## src/rtl/multicycle_ctrl_if.sv

```systemverilog
// Unified-memory request/ready handshake between the multicycle controller
// (master) and the memory port (slave).
interface multicycle_ctrl_if;
    logic mem_read;
    logic mem_write;
    logic i_or_d;
    logic mem_ready;

    modport master (output mem_read, output mem_write, output i_or_d, input mem_ready);
    modport slave  (input mem_read, input mem_write, input i_or_d, output mem_ready);
endinterface

```

## src/rtl/multicycle_ctrl.sv

```systemverilog
// Multicycle RV32I control FSM: IF -> ID -> EX -> MEM -> WB with memory timeout.
// Optional `MC_CTRL_PERF_EN adds retired-instruction and cycle counters.
module multicycle_ctrl #(
    parameter int MEM_WAIT_MAX = 255
) (
    input  logic                     clk,
    input  logic                     reset_n,
    multicycle_ctrl_if.master        mem,
    input  logic [6:0]               ir_opcode,
    input  logic [2:0]               ir_funct3,
    input  logic [6:0]               ir_funct7,
    input  logic                     bcond,
    input  logic                     halt_req,
    output logic                     ir_write,
    output logic                     pc_write,
    output logic [1:0]               pc_source,
    output logic [1:0]               alu_src_a,
    output logic                     alu_src_b,
    output logic [6:0]               alu_opcode,
    output logic [2:0]               alu_funct3,
    output logic [6:0]               alu_funct7,
    output logic                     reg_write,
    output logic [1:0]               wb_sel,
    output logic                     halted,
`ifdef MC_CTRL_PERF_EN
    output logic [31:0]              retired_cnt,
    output logic [31:0]              cycle_cnt,
`endif
    output logic                     mem_err
);

    typedef enum logic [2:0] {
        S_IF = 3'd0, S_ID = 3'd1, S_EX = 3'd2, S_MEM = 3'd3, S_WB = 3'd4, S_HALT = 3'd5
    } state_t;

    localparam logic [6:0] OP_R      = 7'b0110011;
    localparam logic [6:0] OP_I      = 7'b0010011;
    localparam logic [6:0] OP_LOAD   = 7'b0000011;
    localparam logic [6:0] OP_STORE  = 7'b0100011;
    localparam logic [6:0] OP_LUI    = 7'b0110111;
    localparam logic [6:0] OP_AUIPC  = 7'b0010111;
    localparam logic [6:0] OP_BRANCH = 7'b1100011;
    localparam logic [6:0] OP_JAL    = 7'b1101111;
    localparam logic [6:0] OP_JALR   = 7'b1100111;
    localparam logic [6:0] OP_SYSTEM = 7'b1110011;

    localparam logic [1:0] PC_PLUS4 = 2'b00, PC_ALUOUT = 2'b01, PC_ALURES = 2'b10;
    localparam logic [1:0] A_PC = 2'b00, A_REG = 2'b01, A_ZERO = 2'b10;
    localparam logic [1:0] WB_ALU = 2'b00, WB_MDR = 2'b01, WB_PC4 = 2'b10;
    localparam logic [15:0] WAIT_MAX = 16'(MEM_WAIT_MAX);

    state_t      state, state_next;
    logic [6:0]  op_q;
    logic [15:0] wait_cnt;
    logic        alu_pass;
    logic        timeout;

    assign halted = (state == S_HALT);

    always_comb begin
        // NOTE: every output gets a default first so no path through the case infers a latch.
        state_next    = state;
        mem.mem_read  = 1'b0;
        mem.mem_write = 1'b0;
        mem.i_or_d    = 1'b0;
        ir_write      = 1'b0;
        pc_write      = 1'b0;
        pc_source     = PC_PLUS4;
        alu_src_a     = A_PC;
        alu_src_b     = 1'b0;
        reg_write     = 1'b0;
        wb_sel        = WB_ALU;
        alu_pass      = 1'b0;
        timeout       = 1'b0;

        unique case (state)
            S_IF: begin
                mem.mem_read = 1'b1;
                ir_write     = mem.mem_ready;
                if (mem.mem_ready) begin
                    state_next = S_ID;
                end else if (wait_cnt == WAIT_MAX) begin
                    timeout    = 1'b1;
                    state_next = S_HALT;
                end
            end
            S_ID: begin
                alu_src_a = A_PC;
                alu_src_b = 1'b1;
                unique case (ir_opcode)
                    OP_SYSTEM: begin
                        if (halt_req) begin
                            state_next = S_HALT;
                        end else begin
                            pc_write   = 1'b1;
                            state_next = S_IF;
                        end
                    end
                    OP_R, OP_I, OP_LOAD, OP_STORE, OP_LUI, OP_AUIPC,
                    OP_BRANCH, OP_JAL, OP_JALR: state_next = S_EX;
                    default: begin
                        pc_write   = 1'b1;
                        state_next = S_IF;
                    end
                endcase
            end
            S_EX: begin
                // Decode from the opcode captured in ID; the IR may already hold the next word.
                unique case (op_q)
                    OP_R: begin
                        alu_src_a = A_REG;
                        alu_pass = 1'b1;
                        state_next = S_WB;
                    end
                    OP_I: begin
                        alu_src_a = A_REG;
                        alu_src_b = 1'b1;
                        alu_pass = 1'b1;
                        state_next = S_WB;
                    end
                    OP_LOAD, OP_STORE: begin
                        alu_src_a = A_REG;
                        alu_src_b = 1'b1;
                        state_next = S_MEM;
                    end
                    OP_LUI: begin
                        alu_src_a = A_ZERO;
                        alu_src_b = 1'b1;
                        state_next = S_WB;
                    end
                    OP_AUIPC: begin
                        alu_src_a = A_PC;
                        alu_src_b = 1'b1;
                        state_next = S_WB;
                    end
                    OP_BRANCH: begin
                        alu_src_a = A_REG;
                        alu_pass = 1'b1;
                        pc_write = 1'b1;
                        pc_source = bcond ? PC_ALUOUT : PC_PLUS4;
                        state_next = S_IF;
                    end
                    OP_JAL: begin
                        reg_write = 1'b1;
                        wb_sel = WB_PC4;
                        pc_write = 1'b1;
                        pc_source = PC_ALUOUT;
                        state_next = S_IF;
                    end
                    OP_JALR: begin
                        alu_src_a = A_REG;
                        alu_src_b = 1'b1;
                        reg_write = 1'b1;
                        wb_sel = WB_PC4;
                        pc_write = 1'b1;
                        pc_source = PC_ALURES;
                        state_next = S_IF;
                    end
                    default: begin
                        pc_write = 1'b1;
                        state_next = S_IF;
                    end
                endcase
            end
            S_MEM: begin
                mem.i_or_d    = 1'b1;
                mem.mem_read  = (op_q == OP_LOAD);
                mem.mem_write = (op_q != OP_LOAD);
                if (mem.mem_ready) begin
                    if (op_q == OP_LOAD) begin
                        state_next = S_WB;
                    end else begin
                        pc_write   = 1'b1;
                        state_next = S_IF;
                    end
                end else if (wait_cnt == WAIT_MAX) begin
                    timeout    = 1'b1;
                    state_next = S_HALT;
                end
            end
            S_WB: begin
                reg_write  = 1'b1;
                wb_sel     = (op_q == OP_LOAD) ? WB_MDR : WB_ALU;
                pc_write   = 1'b1;
                state_next = S_IF;
            end
            default: state_next = S_HALT;
        endcase

        if (alu_pass) begin
            alu_opcode = ir_opcode;
            alu_funct3 = ir_funct3;
            alu_funct7 = ir_funct7;
        end else begin
            alu_opcode = OP_R;
            alu_funct3 = 3'b000;
            alu_funct7 = 7'b0000000;
        end
    end

    always_ff @(posedge clk or negedge reset_n) begin
        if (!reset_n) begin
            state    <= S_IF;
            op_q     <= '0;
            wait_cnt <= '0;
            mem_err  <= 1'b0;
`ifdef MC_CTRL_PERF_EN
            retired_cnt <= '0;
            cycle_cnt   <= '0;
`endif
        end else begin
            // NOTE: sequential state uses non-blocking assignments only, so every
            // register samples pre-edge values regardless of statement order.
            state <= state_next;
            if (state == S_ID) op_q <= ir_opcode;
            if (timeout) mem_err <= 1'b1;
            if (state_next != state && (state_next == S_IF || state_next == S_MEM))
                wait_cnt <= '0;
            else if ((state == S_IF || state == S_MEM) && !mem.mem_ready && wait_cnt != WAIT_MAX)
                wait_cnt <= wait_cnt + 16'd1;
`ifdef MC_CTRL_PERF_EN
            if (state != S_HALT) cycle_cnt <= cycle_cnt + 32'd1;
            if (state_next == S_IF && state != S_IF) retired_cnt <= retired_cnt + 32'd1;
`endif
        end
    end

endmodule

```

## src/flat_wrapper.sv

```systemverilog
// flat-port wrapper written by rule: the top's interface ports become plain ports
module multicycle_ctrl_flat 
#(
    parameter int MEM_WAIT_MAX = 255
)
  (clk, reset_n, ir_opcode, ir_funct3, ir_funct7, bcond, halt_req, ir_write, pc_write, pc_source, alu_src_a, alu_src_b, alu_opcode, alu_funct3, alu_funct7, reg_write, wb_sel, halted, mem_err, mem_mem_read, mem_mem_write, mem_i_or_d, mem_mem_ready);
  multicycle_ctrl_if mem_i ();
  input  logic clk;
  input  logic reset_n;
  input  logic [6:0] ir_opcode;
  input  logic [2:0] ir_funct3;
  input  logic [6:0] ir_funct7;
  input  logic bcond;
  input  logic halt_req;
  output logic ir_write;
  output logic pc_write;
  output logic [1:0] pc_source;
  output logic [1:0] alu_src_a;
  output logic alu_src_b;
  output logic [6:0] alu_opcode;
  output logic [2:0] alu_funct3;
  output logic [6:0] alu_funct7;
  output logic reg_write;
  output logic [1:0] wb_sel;
  output logic halted;
  output logic mem_err;
  output wire logic [$bits(mem_i.mem_read)-1:0] mem_mem_read;
  output wire logic [$bits(mem_i.mem_write)-1:0] mem_mem_write;
  output wire logic [$bits(mem_i.i_or_d)-1:0] mem_i_or_d;
  input wire logic [$bits(mem_i.mem_ready)-1:0] mem_mem_ready;
  assign mem_mem_read = mem_i.mem_read;
  assign mem_mem_write = mem_i.mem_write;
  assign mem_i_or_d = mem_i.i_or_d;
  assign mem_i.mem_ready = mem_mem_ready;
  multicycle_ctrl #(.MEM_WAIT_MAX(MEM_WAIT_MAX)) u_core (.clk(clk), .reset_n(reset_n), .mem(mem_i), .ir_opcode(ir_opcode), .ir_funct3(ir_funct3), .ir_funct7(ir_funct7), .bcond(bcond), .halt_req(halt_req), .ir_write(ir_write), .pc_write(pc_write), .pc_source(pc_source), .alu_src_a(alu_src_a), .alu_src_b(alu_src_b), .alu_opcode(alu_opcode), .alu_funct3(alu_funct3), .alu_funct7(alu_funct7), .reg_write(reg_write), .wb_sel(wb_sel), .halted(halted), .mem_err(mem_err));
endmodule
```

## config.mk

```make
export PLATFORM = sky130hd
export DESIGN_NAME = multicycle_ctrl_flat
export DESIGN_NICKNAME = d
export VERILOG_FILES = /design/src/rtl/multicycle_ctrl_if.sv /design/src/rtl/multicycle_ctrl.sv /design/src/flat_wrapper.sv
export SDC_FILE = /design/constraint.sdc
export NUM_CORES = 1
export LEC_CHECK = 0
export CORE_UTILIZATION = 43
export CTS_CLUSTER_SIZE = 24
export DETAILED_ROUTE_END_ITERATION = 8
export PLACE_DENSITY = 0.76
export SYNTH_ARGS = -nofsm -noshare
export SYNTH_HDL_FRONTEND = slang
export SYNTH_SLANG_ARGS = --single-unit
```

## constraint.sdc

```tcl
create_clock -name clk -period 1.98 [get_ports clk]
set_input_delay 0.396 -clock clk [delete_from_list [all_inputs] [get_ports clk]]
set_output_delay 0.396 -clock clk [all_outputs]
set_load 0.05 [all_outputs]
```

==> reports/metrics.yaml, run 1 <==
hold_path:
  hp-class: "input port to register"
floorplan:
  num_rows: 23
  die_x_um: 68.27
  start_util: 0.4588
  dieArea_mm2: 0.004660
  ios: 54
  core_region_area_mm2: 0.004115
  die_y_um: 68.27
finish:
  final_common_cell: "buf_4"
  utilization: 0.9173
  antenna_cells: 0
  final_net_count: 370
  area_growth_pct: 99.93
  layout_common_cells: "62 x buf_4, 28 x buf_12, 27 x nand2_1, 26 x dfrtp_1, 17 x a21oi_1"
  layout-drive-gt1-share: 0.5549
  fillers: 127
timing:
  finalSetupTns_ps: -11340
  finClkSkew_ps: 15.15
  tightest_slew_ps: 491.1
  max_clock_freq_mhz: 426.8
  slew_violations: 0
  rsz0062_at_grt: "yes"
  max_slew_margin: 0.6716
  setup_ws_ps: -362.8
  min_period_ps: 2343
  fin_crit_sh: 1.183
  hold_viol: 0
  setup_viol: 51
run:
  drv_cap: 0
clocking:
  clk_latency_ps: 290
  cts_tree: "yes"
  cts.path.max_buffers: 2
  htree_num_levels: 1
  cts.sinks: 27
  clock-root-buffer: "clkbuf_8"
  cts_buffers: 3
  clkSlewWorstSetupHoldPaths_ps: 110
synthesis:
  seq_area_frac_synth: 0.3579
  yosys.area.top_type: "dfrtp_1"
  synth_top_area_share: 0.3579
  synth-edff-count: 0
  ys_warn_count: 0
  async_flop_share: 1.000
  synth-compound-area-share: 0.1405
  synth_top_family_by_area: "simple AND/OR/NAND/NOR gates"
  synth_fa_ha_area_frac: 0.006627
  ys.flop_type: "dfrtp_1"
  syn-cell-area_mm2: 0.001888
  synth_simple_gate_area_frac: 0.3744
  synth-xor-area-share: 0.06958
  synth.avg_cell_area_um2: 8.467
  postSynthCellCount: 223
  synth_area_leaders: "dfrtp_1 36%, nand2_1 6.4%, xor2_1 6.0%, a21oi_1 5.3%, and2_1 5.0%"
  synth_cell_types: 45
  ys_seq_elements: 27
  syn-num-nets: 246
  muxShareOfSynthArea: 0.005302
route:
  vias: 2632
  drtAntennaViolNets: 0
  drt_pre_antenna_iters: 6
  drc: 0
  avgRoutedWirePerCell_um: 25.53
  via_per_inst: 6.646
  routed_wl_mm: 10.11
  drtIter0Drc: 446
power:
  power_mw: 1.004
  clock_power_share: 0.330
  p_per_area_mw_per_mm2: 266.1
  p_leak_nw: 1.695
  p_seq_frac: 0.550
  combPwrFrac: 0.120
  vdd_ir_drop_max_mv: 0.4065
  internal-power_mw: 0.7570
  p_switching_mw: 0.2475
  swShare: 0.2464
critical_path:
  cp.required_ps: 1580
  crit_path_end_kind: "output pin"
  path_max_fanout: 3
  startpoint_type: "register"
  worstPathArrival_ps: 1950
  crit_type: "register to output pin"
global_route:
  grt.total_usage: 0.3061
  grt_pass1_vias: 2120
  grt_pass1_wl_mm: 10.34
  grt_max_degree: 28
  grt_overflow: 0
  antenna_found_initial: 0
place:
  dpl_worst_slack_ps: -400.4
  portBuffers: 53
  dp_hpwl_mm: 4.355
  globalplace.congestion: 0.8994
status:
  violations: "setup timing"
  status: "finished, violations left"
[worst max-delay path, stage by stage (launching register included)]
cell and delay (ps):
dfrtp_1 440, or2_4 290, buf_6 140, nor4_4 330
buf_4 200, nand2_4 60, nand2_4 70, buf_12 130
[metal layers]
| metal | up-vias | routed length, um | global-route usage |
|---|---|---|---|
| met3 | 88 | 1022 | 0.04833 |
| met2 | 258 | 4800 | 0.5600 |
| met4 | 0 | 662 | 0.1276 |
| met1 | 1247 | 3625 | 0.3482 |
| met5 | - | 0 | 0 |
| li1 | 1039 | - | - |
[final timing paths]
check	end	from	slack (ps)	cells past startpoint
max	mem_mem_read	u_core.op_q[6]$_DFFE_PN0P_	-360	7
min in group asynchronous	u_core.state[1]$_DFF_PN0_	reset_n	480	2
max in group asynchronous	u_core.wait_cnt[5]$_DFFE_PN0P_	reset_n	1200	2
max reg2reg	u_core.wait_cnt[7]$_DFFE_PN0P_	u_core.state[2]$_DFF_PN0_	-280	9
min reg2reg	u_core.mem_err$_DFFE_PN0P_	u_core.mem_err$_DFFE_PN0P_	510	1
min	u_core.op_q[4]$_DFFE_PN0P_	ir_opcode[4]	400	3
[cell usage after synthesis (2+ instances only)]
| cell | n |
|---|---|
| a21oi_1 | 20 |
| nand3b_1 | 3 |
| nor2b_1 | 2 |
| nand4_1 | 9 |
| xnor2_1 | 2 |
| clkbuf_1 | 2 |
| o21ai_0 | 7 |
| and4_1 | 5 |
| and2_1 | 15 |
| nor2_1 | 10 |
| and3_1 | 7 |
| nor3b_1 | 2 |
| o211ai_2 | 2 |
| nand2b_1 | 8 |
| buf_4 | 4 |
| nor3_1 | 2 |
| inv_1 | 5 |
| a21oi_2 | 3 |
| buf_2 | 3 |
| nor4_1 | 4 |
| dfrtp_1 | 27 |
| xor2_1 | 13 |
| nor3b_2 | 2 |
| nand3_1 | 14 |
| nand2_1 | 32 |
[stage by stage]
stage	hold WS, ps	std cells	instance area, um^2
2_1_floorplan	100.4	223	1958
3_3_place_gp	451.9	359	3077
3_5_place_dp	458.8	359	3077
4_1_cts	481.6	382	3432
5_1_grt	397.2	396	3775
6_report	404.6	396	3775
[final cells by class]
type,count,area [um^2],share of cell area
clock buffers,3,41.29,0.01094
clock inverters,1,5.005,0.001326
inverters,6,28.78,0.007623
multi-input cells,181,1504,0.3984
flip-flops and latches,27,676.9,0.1793
well taps,50,62.56,0.01657
repair buffers,128,1456,0.3858
[state kept, by name (all words and copies together) (netlist names)]
register and cells:
u_core.wait_cnt 16, u_core.state 3, u_core.mem_err 1, u_core.op_q 7
[logic make-up (layout without fill, tap and decap cells)]
kind of cell    count (synthesis)  after routing
mux                             1              1
xor+xnor                       15             15
flops                          27             27
fa+ha+maj                       1              1
simple gates                  123            123
buf+inv                        16            138
compound gates                 40             41
[repair_timing]
| action | CTS | global route |
|---|---|---|
| gates cloned | 1 | 1 |
| endpoints found under the setup margin | 45 | 46 |
| gates resized for setup | 46 | 68 |
| buffers inserted | 18 | 16 |
| hold buffers | 0 | 0 |
| pin swaps | 20 | 37 |
[power by group through the flow]
stage,registers [mW],clock network [mW],logic (mW)
6_report,0.553,0.331,0.121
2_1_floorplan,0.567,0,0.00971
3_3_place_gp,0.563,0,0.0929
3_5_place_dp,0.563,0,0.0950
4_1_cts,0.552,0.312,0.101
5_1_grt,0.553,0.354,0.127
Power figures use the tool's default switching activity.
==> inputs of run 2 (changes only) <==
--- a/config.mk
+++ b/config.mk
@@ -5,10 +5,12 @@
 export SDC_FILE = /design/constraint.sdc
 export NUM_CORES = 1
 export LEC_CHECK = 0
-export CORE_UTILIZATION = 43
+export ABC_AREA = 1
+export CORE_ASPECT_RATIO = 1.25
+export CORE_UTILIZATION = 45
 export CTS_CLUSTER_SIZE = 24
 export DETAILED_ROUTE_END_ITERATION = 8
-export PLACE_DENSITY = 0.76
+export PLACE_DENSITY = 0.77
 export SYNTH_ARGS = -nofsm -noshare
 export SYNTH_HDL_FRONTEND = slang
 export SYNTH_SLANG_ARGS = --single-unit
==> reports/metrics.yaml, run 2 <==
status:
  status: "finished, violations left"
  violations: "setup timing"
timing:
  slew_violations: 0
  setup_ws_ps: -752.2
  finalSetupTns_ps: -16840
  holdWs_ps: 501.1
  setup_viol: 45
  min_period_ps: 2732
  finClkSkew_ps: 2.211
  max_clock_freq_mhz: 366.0
  tightest_slew_ps: 724.9
  hold_viol: 0
  rsz0062_at_grt: "yes"
  max_slew_margin: 0.5130
  fin_crit_sh: 1.380
route:
  drt_pre_antenna_iters: 5
  routed_wl_mm: 9.664
  avgRoutedWirePerCell_um: 21.33
  via_per_inst: 5.773
  vias: 2615
  drtIter0Drc: 230
  drc: 0
  drtAntennaViolNets: 0
global_route:
  grt_max_degree: 28
  grt_overflow: 0
  antenna_found_initial: 1
  grt_pass1_vias: 2541
  grt_pass1_wl_mm: 12.19
  grt.total_usage: 0.3174
power:
  combPwrFrac: 0.682
  p_switching_mw: 1.774
  p_leak_nw: 1.845
  clock_power_share: 0.091
  vdd_ir_drop_max_mv: 0.7626
  p_seq_frac: 0.227
  internal-power_mw: 1.808
  power_mw: 3.582
  swShare: 0.4953
  p_per_area_mw_per_mm2: 901.5
synthesis:
  synth.avg_cell_area_um2: 7.613
  synthTopCellsByCount: "58 x nand2_1, 41 x inv_1, 33 x nor2_1, 27 x dfrtp_1, 13 x nor2_4"
  synth_cell_types: 36
  syn-num-nets: 307
  ys.flop_type: "dfrtp_1"
  ys_warn_count: 0
  synth_top_area_share: 0.3125
  yosys.area.top_type: "dfrtp_1"
  ys_seq_elements: 27
  seq_area_frac_synth: 0.3125
  postSynthCellCount: 284
  synth_area_leaders: "dfrtp_1 31%, nand2_1 10%, inv_1 7.1%, nor2_4 6.8%, nor2_1 5.7%"
  syn-cell-area_mm2: 0.002162
  async_flop_share: 1.000
  synth-edff-count: 0
  yosysMostFrequentCell: "nand2_1"
critical_path:
  startpoint_type: "register"
  worstPathArrival_ps: 2340
  crit_path_cell_trace: "inv_1, buf_4, nor3_1, o21ai_0, a21oi_4, buf_12"
  path_max_fanout: 4
  crit_type: "register to output pin"
  cpPeakStageDelay_ps: 600
  crit_path_top_delay_cell: "nor3_1"
  cp.required_ps: 1580
  crit_path_end_kind: "output pin"
place:
  dp_cells: 427
  dp_hpwl_mm: 4.747
  globalplace.congestion: 0.8718
  place_area_mm2: 0.003472
  portBuffers: 53
  dpl_worst_slack_ps: -193.2
clocking:
  clkSlewWorstSetupHoldPaths_ps: 90
  htree_num_levels: 1
  clock-root-buffer: "clkbuf_8"
  cts_buffers: 3
  clk_latency_ps: 280
  cts.sinks: 27
  cts.path.max_buffers: 2
  cts_tree: "yes"
finish:
  layout-drive-gt1-share: 0.5443
  top_register: "u_core.wait_cnt"
  antenna_cells: 0
  largest_register_ff_count: 16
  fillers: 176
  top_regs: "u_core.wait_cnt (16), u_core.op_q (7), u_core.state (3)"
  fin_cells: 453
  final_area_mm2: 0.003974
  utilization: 0.8844
  layout_common_cells: "48 x buf_4, 42 x nand2_1, 34 x buf_12, 33 x inv_1, 33 x nor2_4"
  final_net_count: 419
  area_growth_pct: 83.80
  final_common_cell: "buf_4"
floorplan:
  ios: 54
  start_util: 0.4812
  num_rows: 27
  core_region_area_mm2: 0.004493
  dieArea_mm2: 0.005087
  die_x_um: 64.00
  die_y_um: 79.50
hold_path:
  hp-class: "input port to asynchronous set/reset pin"
run:
  drv_cap: 0
run 2: changes by cell type after synthesis, moves of 13 or more:
| cell | previous run | this run |
|---|---|---|
| a21oi_1 | 20 | 4 |
| and2_1 | 15 | 0 |
| nor2_1 | 10 | 33 |
| nor2_4 | 0 | 13 |
| nand2_1 | 32 | 58 |
| inv_1 | 5 | 41 |
run 2: cell type report:
cell class	count	area [um^2]	share of cell area
Timing Repair Buffer	111	1364	0.3432
Sequential cell	27	679.4	0.1710
Clock inverter	1	7.507	0.001889
Inverter	51	214.0	0.05384
Multi-Input combinational cell	202	1595	0.4014
Clock buffer	3	41.29	0.01039
Tap cell	58	72.57	0.01826
run 2: worst max-delay path, delay by kind of cell (launching register included):
kind	cells	cell delay (ps)
AOI/OAI and AO/OA	2	550
DFF	1	450
and+or+nand+nor	1	600
buffers and inverters	3	460
run 2: repair_timing:
item | CTS | global route
gates resized for setup | 42 | 34
endpoints found under the hold margin | 0 | 0
hold buffers | 0 | 0
setup endpoints to repair | 27 | 46
cloned | 0 | 2
buffers inserted | 17 | 8
pin swaps | 15 | 21
run 2: final timing paths:
kind	from	end	slack, ps	cells after the start
max	u_core.op_q[4]$_DFFE_PN0P_	alu_src_a[0]	-750	6
min	reset_n	u_core.mem_err$_DFFE_PN0P_	500	2
max reg2reg	u_core.op_q[6]$_DFFE_PN0P_	u_core.wait_cnt[9]$_DFFE_PN0P_	-320	16
min reg2reg	u_core.mem_err$_DFFE_PN0P_	u_core.mem_err$_DFFE_PN0P_	560	1
max in group asynchronous	reset_n	u_core.op_q[2]$_DFFE_PN0P_	1200	2
min in group clk	u_core.mem_err$_DFFE_PN0P_	u_core.mem_err$_DFFE_PN0P_	560	1
run 2: kinds of logic after synthesis:
kind of cell | count (synthesis) | share of synthesized area
buf+inv | 55 | 0.1117
xor+xnor | 10 | 0.04051
fa+ha+maj | 1 | 0.005786
flops | 27 | 0.3125
simple gates | 171 | 0.4716
compound gates | 20 | 0.05787
run 2: power groups by stage:
stage / logic [mW] / registers, mW / clock network (mW)
finish: 2.44 / 0.812 / 0.326
CTS: 2.00 / 0.760 / 0.333
floorplan: 1.12 / 0.768 / 0
global route: 2.54 / 0.819 / 0.347
global placement: 1.75 / 0.766 / 0
detailed placement: 1.79 / 0.775 / 0
run 2: layer usage:
layer / part of all wire / vias up / GRT usage / wire (um)
met4: 0.076 / 2 / 0.1636 / 730
met1: 0.34 / 1245 / 0.3412 / 3298
met3: 0.073 / 74 / 0.03286 / 702
li1: - / 1110 / - / -
met2: 0.51 / 184 / 0.6032 / 4918
met5: 0.0016 / - / 0 / 15
